### src/rtl/ppu_pkg.sv
// Shared types for the PPU write scheduler: region codes, control bits and queue entries.
package ppu_pkg;

  typedef enum logic [2:0] {
    REG_TB   = 3'd0,
    REG_TG   = 3'd1,
    REG_SG   = 3'd2,
    REG_CP   = 3'd3,
    REG_OAM  = 3'd4,
    REG_CTRL = 3'd5
  } region_e;

  localparam int unsigned NUM_MEMS     = 5;
  localparam int unsigned CTRL_IRQ_EN  = 0;
  localparam int unsigned CTRL_IRQ_ACK = 1;
  localparam int unsigned CTRL_OVF_CLR = 2;

  typedef struct packed {
    region_e     region;
    logic [8:0]  offset;
    logic [31:0] data;
  } wr_entry_t;

  // One-hot memory select in render_busy / mem_we bit order; non-memory codes give zero.
  function automatic logic [NUM_MEMS-1:0] region_onehot(input region_e r);
    logic [NUM_MEMS-1:0] oh;
    oh = '0;
    case (r)
      REG_TB:  oh = 5'b00001;
      REG_TG:  oh = 5'b00010;
      REG_SG:  oh = 5'b00100;
      REG_CP:  oh = 5'b01000;
      REG_OAM: oh = 5'b10000;
      default: oh = '0;
    endcase
    return oh;
  endfunction

endpackage

### src/rtl/ppu_wr_fifo.sv
// Synchronous write-queue FIFO with registered full/empty; push while full is taken when a pop coincides.
module ppu_wr_fifo
  import ppu_pkg::*;
#(
  parameter int unsigned DEPTH = 8
) (
  input  logic      clk,
  input  logic      reset,
  input  logic      push,
  input  wr_entry_t din,
  input  logic      pop,
  output wr_entry_t dout,
  output logic      full,
  output logic      empty
);

  localparam int unsigned AW = $clog2(DEPTH);

  wr_entry_t       mem [DEPTH];
  logic [AW-1:0]   wr_ptr;
  logic [AW-1:0]   rd_ptr;
  logic [AW:0]     count;
  logic [AW:0]     count_nxt;
  logic            do_push;
  logic            do_pop;

  always_comb begin
    do_pop    = pop && !empty;
    do_push   = push && (!full || do_pop);
    count_nxt = count;
    if (do_push && !do_pop)
      count_nxt = count + 1'b1;
    else if (do_pop && !do_push)
      count_nxt = count - 1'b1;
  end

  always_ff @(posedge clk) begin
    if (do_push)
      mem[wr_ptr] <= din;
  end

  always_ff @(posedge clk) begin
    if (reset) begin
      wr_ptr <= '0;
      rd_ptr <= '0;
      count  <= '0;
      full   <= 1'b0;
      empty  <= 1'b1;
    end else begin
      if (do_push)
        wr_ptr <= wr_ptr + 1'b1;
      if (do_pop)
        rd_ptr <= rd_ptr + 1'b1;
      count <= count_nxt;
      full  <= (count_nxt == (AW+1)'(DEPTH));
      empty <= (count_nxt == '0);
    end
  end

  assign dout = mem[rd_ptr];

endmodule

### src/rtl/ppu_write_scheduler.sv
// Queues CPU writes and retires them to PPU memories when the renderer is not using them; owns ctrl reg and vblank irq.
// Optional feature macro: PPU_VBLANK_DRAIN_EN (TB/TG/SG entries retire only during vblank).
module ppu_write_scheduler
  import ppu_pkg::*;
#(
  parameter int unsigned FIFO_DEPTH = 8
) (
  input  logic        clk,
  input  logic        reset,
  input  logic [31:0] write_data,
  input  logic [11:0] address,
  input  logic        write,
  input  logic        chipselect,
  input  logic        vblank,
  input  logic [4:0]  render_busy,
  output logic [4:0]  mem_we,
  output logic [8:0]  mem_addr,
  output logic [31:0] mem_wdata,
  output logic        irq,
  output logic        fifo_full,
  output logic        overflow
);

  typedef enum logic [1:0] {IDLE, WAIT, ISSUE} state_e;

  state_e    state;
  region_e   region_in;
  wr_entry_t push_entry;
  wr_entry_t head;
  logic [NUM_MEMS-1:0] head_oh;
  logic      fifo_empty;
  logic      wr_acc;
  logic      push_req;
  logic      ctrl_wr;
  logic      gate_open;
  logic      can_issue;
  logic      dropped;
  logic      vblank_q;
  logic      vblank_rise;
  logic      irq_en;

  always_comb begin
    region_in  = region_e'(address[11:9]);
    wr_acc     = write && chipselect;
    push_req   = wr_acc && (address[11:9] <= 3'd4);
    ctrl_wr    = wr_acc && (region_in == REG_CTRL);
    push_entry = '{region: region_in, offset: address[8:0], data: write_data};
    head_oh    = region_onehot(head.region);
`ifdef PPU_VBLANK_DRAIN_EN
    gate_open  = (head.region inside {REG_TB, REG_TG, REG_SG}) ? vblank : 1'b1;
`else
    gate_open  = 1'b1;
`endif
    can_issue   = !fifo_empty && gate_open && ((head_oh & render_busy) == '0);
    // A pop in the same cycle frees a slot, so only a push without a pop is dropped.
    dropped     = push_req && fifo_full && !can_issue;
    vblank_rise = vblank && !vblank_q;
  end

  ppu_wr_fifo #(.DEPTH(FIFO_DEPTH)) u_fifo (
    .clk   (clk),
    .reset (reset),
    .push  (push_req),
    .din   (push_entry),
    .pop   (can_issue),
    .dout  (head),
    .full  (fifo_full),
    .empty (fifo_empty)
  );

  always_ff @(posedge clk) begin
    if (reset) begin
      state     <= IDLE;
      mem_we    <= '0;
      mem_addr  <= '0;
      mem_wdata <= '0;
      irq       <= 1'b0;
      irq_en    <= 1'b0;
      overflow  <= 1'b0;
      vblank_q  <= 1'b0;
    end else begin
      vblank_q <= vblank;
      mem_we   <= '0;
      if (can_issue) begin
        mem_we    <= head_oh;
        mem_addr  <= head.offset;
        mem_wdata <= head.data;
      end

      case (state)
        IDLE:    if (!fifo_empty) state <= can_issue ? ISSUE : WAIT;
        WAIT:    if (can_issue) state <= ISSUE;
        ISSUE: begin
          if (fifo_empty)     state <= IDLE;
          else if (can_issue) state <= ISSUE;
          else                state <= WAIT;
        end
        default: state <= IDLE;
      endcase

      if (ctrl_wr)
        irq_en <= write_data[CTRL_IRQ_EN];

      // Rising-edge set takes priority over a same-cycle acknowledge.
      if (vblank_rise && irq_en)
        irq <= 1'b1;
      else if (ctrl_wr && write_data[CTRL_IRQ_ACK])
        irq <= 1'b0;

      if (dropped)
        overflow <= 1'b1;
      else if (ctrl_wr && write_data[CTRL_OVF_CLR])
        overflow <= 1'b0;
    end
  end

endmodule

### config.mk
export PLATFORM = sky130hd
export DESIGN_NAME = ppu_write_scheduler
export DESIGN_NICKNAME = d
export VERILOG_FILES = /design/src/rtl/ppu_pkg.sv /design/src/rtl/ppu_wr_fifo.sv /design/src/rtl/ppu_write_scheduler.sv
export SDC_FILE = /design/constraint.sdc
export NUM_CORES = 1
export LEC_CHECK = 0
export CELL_PAD_IN_SITES_DETAIL_PLACEMENT = 0
export CELL_PAD_IN_SITES_GLOBAL_PLACEMENT = 1
export CORE_MARGIN = 2
export CORE_UTILIZATION = 30
export CTS_CLUSTER_DIAMETER = 40
export DETAILED_ROUTE_END_ITERATION = 8
export PLACE_DENSITY_LB_ADDON = 0.1
export SYNTH_ARGS = -nofsm -noshare
export SYNTH_HDL_FRONTEND = slang
export SYNTH_SLANG_ARGS = --single-unit
### constraint.sdc
create_clock -name clk -period 15.7 [get_ports clk]
set_input_delay 3.925 -clock clk [delete_from_list [all_inputs] [get_ports clk]]
set_output_delay 3.925 -clock clk [all_outputs]
set_load 0.02 [all_outputs]
==> run_results.csv <==
group,metric,value,unit
drt,dr.pass1.iters,4,
floorplan,dieArea,53900,um^2
timing,rsz0062_at_grt,"false",
drt,drt-vias-per-instance,4.65,
placement,place_congestion,0.719,
cells_and_area,fin_cells,1668,
timing,final_max_slew_viol_count,0,
synthesis,synth_flop_cell,"edfxtp_1",
drt,routed_wl,34600,um
timing,setup_viol,0,
pwr,power.leakage,0.00626,uW
critical_path,worst_setup_path_start_kind,"input port",
critical_path,critical_path_class,"input port to flip-flop",
synthesis,postSynth.asyncResetShare,0,%
floorplan,core_area,51400,um^2
clock_tree,path_clk_slew,0.05,ns
grt,first_global_vias,8540,
synthesis,yosys_warnings,0,
floorplan,start_util,30.4,%
placement,dpl.hpwl,18400,um
grt,grt-ovfl-total,0,
placement,dp_slack,8.24,ns
placement,numPortBuffers,102,
floorplan,die_y,232,um
critical_path,required,15.91,ns
synthesis,syn-instance-count,778,
synthesis,synth_edf_count,352,
floorplan,num_rows,83,
pwr,p_per_area,183,nW/um^2
clock_tree,ctsResizeCount,0,
critical_path,reg2reg_setup_slack,10.56,ns
timing,tns,0,ns
timing,setup_ws,8.86,ns
timing,fin_crit_sh,43.6,%
cells_and_area,nets,984,
grt,grt_pass1_wl,52100,um
cells_and_area,final_common_cell,"edfxtp_1",
critical_path,cp.arrival,7.05,ns
critical_path,crit_path_max_fanout,32,
synthesis,synth.avg_cell_area,20.1,um^2
critical_path,worstSetupEndpointType,"flip-flop",
synthesis,ys_types,41,
cells_and_area,drive_above_1_share,24.8,%
clock_tree,cts_tree,"done",
cells_and_area,final_cell_mix,"edfxtp_1, clkdlybuf4s50_1, mux4_2, clkbuf_16, dfxtp_1",
timing,max_freq,146,MHz
timing,worst_pin_slew,1.05,ns
synthesis,synth_nets,836,
status,status,"finished, final reports clean",
drt,drcViolationCount,0,
grt,grt_max_degree,95,
drt,drtAntennaViolNets,0,
grt,antenna_found_initial,0,
synthesis,ys_ff_latch,417,
timing,timing_hold_violations_final,0,
clock_tree,cts_buffer_depth,3,
drt,avgRoutedWirePerCell,20.7,um
run,cap_violations,0,
timing,whs,0.487,ns
cells_and_area,syn2layout_area_growth,28.3,%
clock_tree,clock_sinks,417,
clock_tree,numCtsBuffers,74,
timing,fin_worst_skew,0.0228,ns
drt,drt_iter0_drc,451,
synthesis,synth_area,15600,um^2
placement,place_inst,1530,
clock_tree,holdBufCountCts,0,
clock_tree,clk_latency,0.59,ns
timing,post-route-min-period,6.84,ns
pwr,irDropWorstVdd,83.3,uV
clock_tree,cts_max_level,3,
cells_and_area,nFillCells,4639,
floorplan,die_w,232,um
worst_hold_path,min-delay-path-class,"flip-flop to flip-flop",
synthesis,ys_seq_area_share,76.0,%
clock_tree,cts_setup_buffers,0,
cells_and_area,final_util,39.0,%
drt,dr_total_vias,7750,
timing,slew_headroom,29.8,%
clock_tree,root_buffer,"clkbuf_16",
grt,grt_usage,13.1,%
floorplan,pin_count,103,
metal layers:
layer / vias to the layer above / wire, um / GRT usage, %
met5: - / 0 / 0
met4: 0 / 685 / 5.27
met3: 51 / 1540 / 3.17
met2: 163 / 17300 / 22.0
met1: 4042 / 15100 / 16.3
li1: 3494 / - / -
layout make-up:
type / count / area (um^2) / area share [%]
antenna: 1 / 2.50 / 0.0125
clock buffer: 84 / 1940 / 9.68
clock inverter: 53 / 636 / 3.17
inverter: 7 / 26.3 / 0.131
multi-input combinational: 312 / 3590 / 17.9
sequential: 417 / 11900 / 59.3
tap: 680 / 851 / 4.25
timing repair buffer: 114 / 1110 / 5.53
critical path, cell delays in order:
cell	delay [ns]
clkdlybuf4s50_1	0.60
o21ai_0	0.28
nand3_1	0.42
a21oi_2	0.40
nand2_1	0.27
nor2_4	0.54
buf_4	0.59
metrics by stage:
step | total power, uW | area [um^2]
after detailed placement | 2080 | 17500
after global routing | 3850 | 20000
after global placement | 2070 | 17500
after CTS | 3740 | 20000
after floorplan | 1840 | 15600
final | 3670 | 20000
state kept, by name, indices dropped and copies added (netlist names), named ones only:
name / flops
mem_addr: 9
u_fifo.mem: 352
u_fifo.empty: 1
irq_en: 1
irq: 1
vblank_q: 1
mem_we: 5
u_fifo.wr_ptr: 3
u_fifo.full: 1
u_fifo.count: 4
u_fifo.rd_ptr: 3
overflow: 1
mem_wdata: 32
path summary, 6_finish.rpt:
| check | startpoint | end | depth (start not counted) |
|---|---|---|---|
| worst min-delay path | irq | irq | 2 |
| worst max register to register | flip-flop | u_fifo.mem[7][7] | 10 |
| worst max-delay path | address[10] | u_fifo.mem[7][7] | 7 |
| worst min register to register | irq | irq | 2 |
synth_stat cells (2+ instances only):
cell	n	area share (%)
edfxtp_1	352	68
mux4_2	88	13
dfxtp_1	65	8.3
nor2_1	65	1.6
mux2i_1	47	3.0
a211oi_1	43	2.1
clkbuf_1	25	0.60
nand2_1	10	0.24
buf_2	8	0.26
a21oi_1	7	0.22
buf_1	7	0.17
inv_1	7	0.17
nor3_1	6	0.19
nand2b_1	5	0.20
xnor2_1	5	0.28
ha_1	4	0.32
nand3_1	4	0.13
o21ai_0	3	0.096
a31oi_1	2	0.080
a32oi_1	2	0.11
nor2b_1	2	0.080
or3_1	2	0.080
power by group:
part	leakage (uW)	internal [uW]	total [uW]	switching, uW
Sequential	0.00371	1280	1340	65.6
Combinational	0.00133	346	698	353
Clock	0.00122	1070	1630	564
Total	0.00626	2690	3670	982
cell families (layout without fill, tap and decap cells):
logic type / count (synthesis) / after routing / share of synthesized area, %
fa+ha+maj: 4 / 4 / 0.320
flops: 417 / 417 / 76.0
mux: 137 / 137 / 15.9
compound gates: 66 / 66 / 3.33
other cells: 0 / 1 / 0
buf+inv: 49 / 258 / 1.31
simple gates: 99 / 99 / 2.74
xor+xnor: 6 / 6 / 0.337
Power figures use the tool's default switching activity.
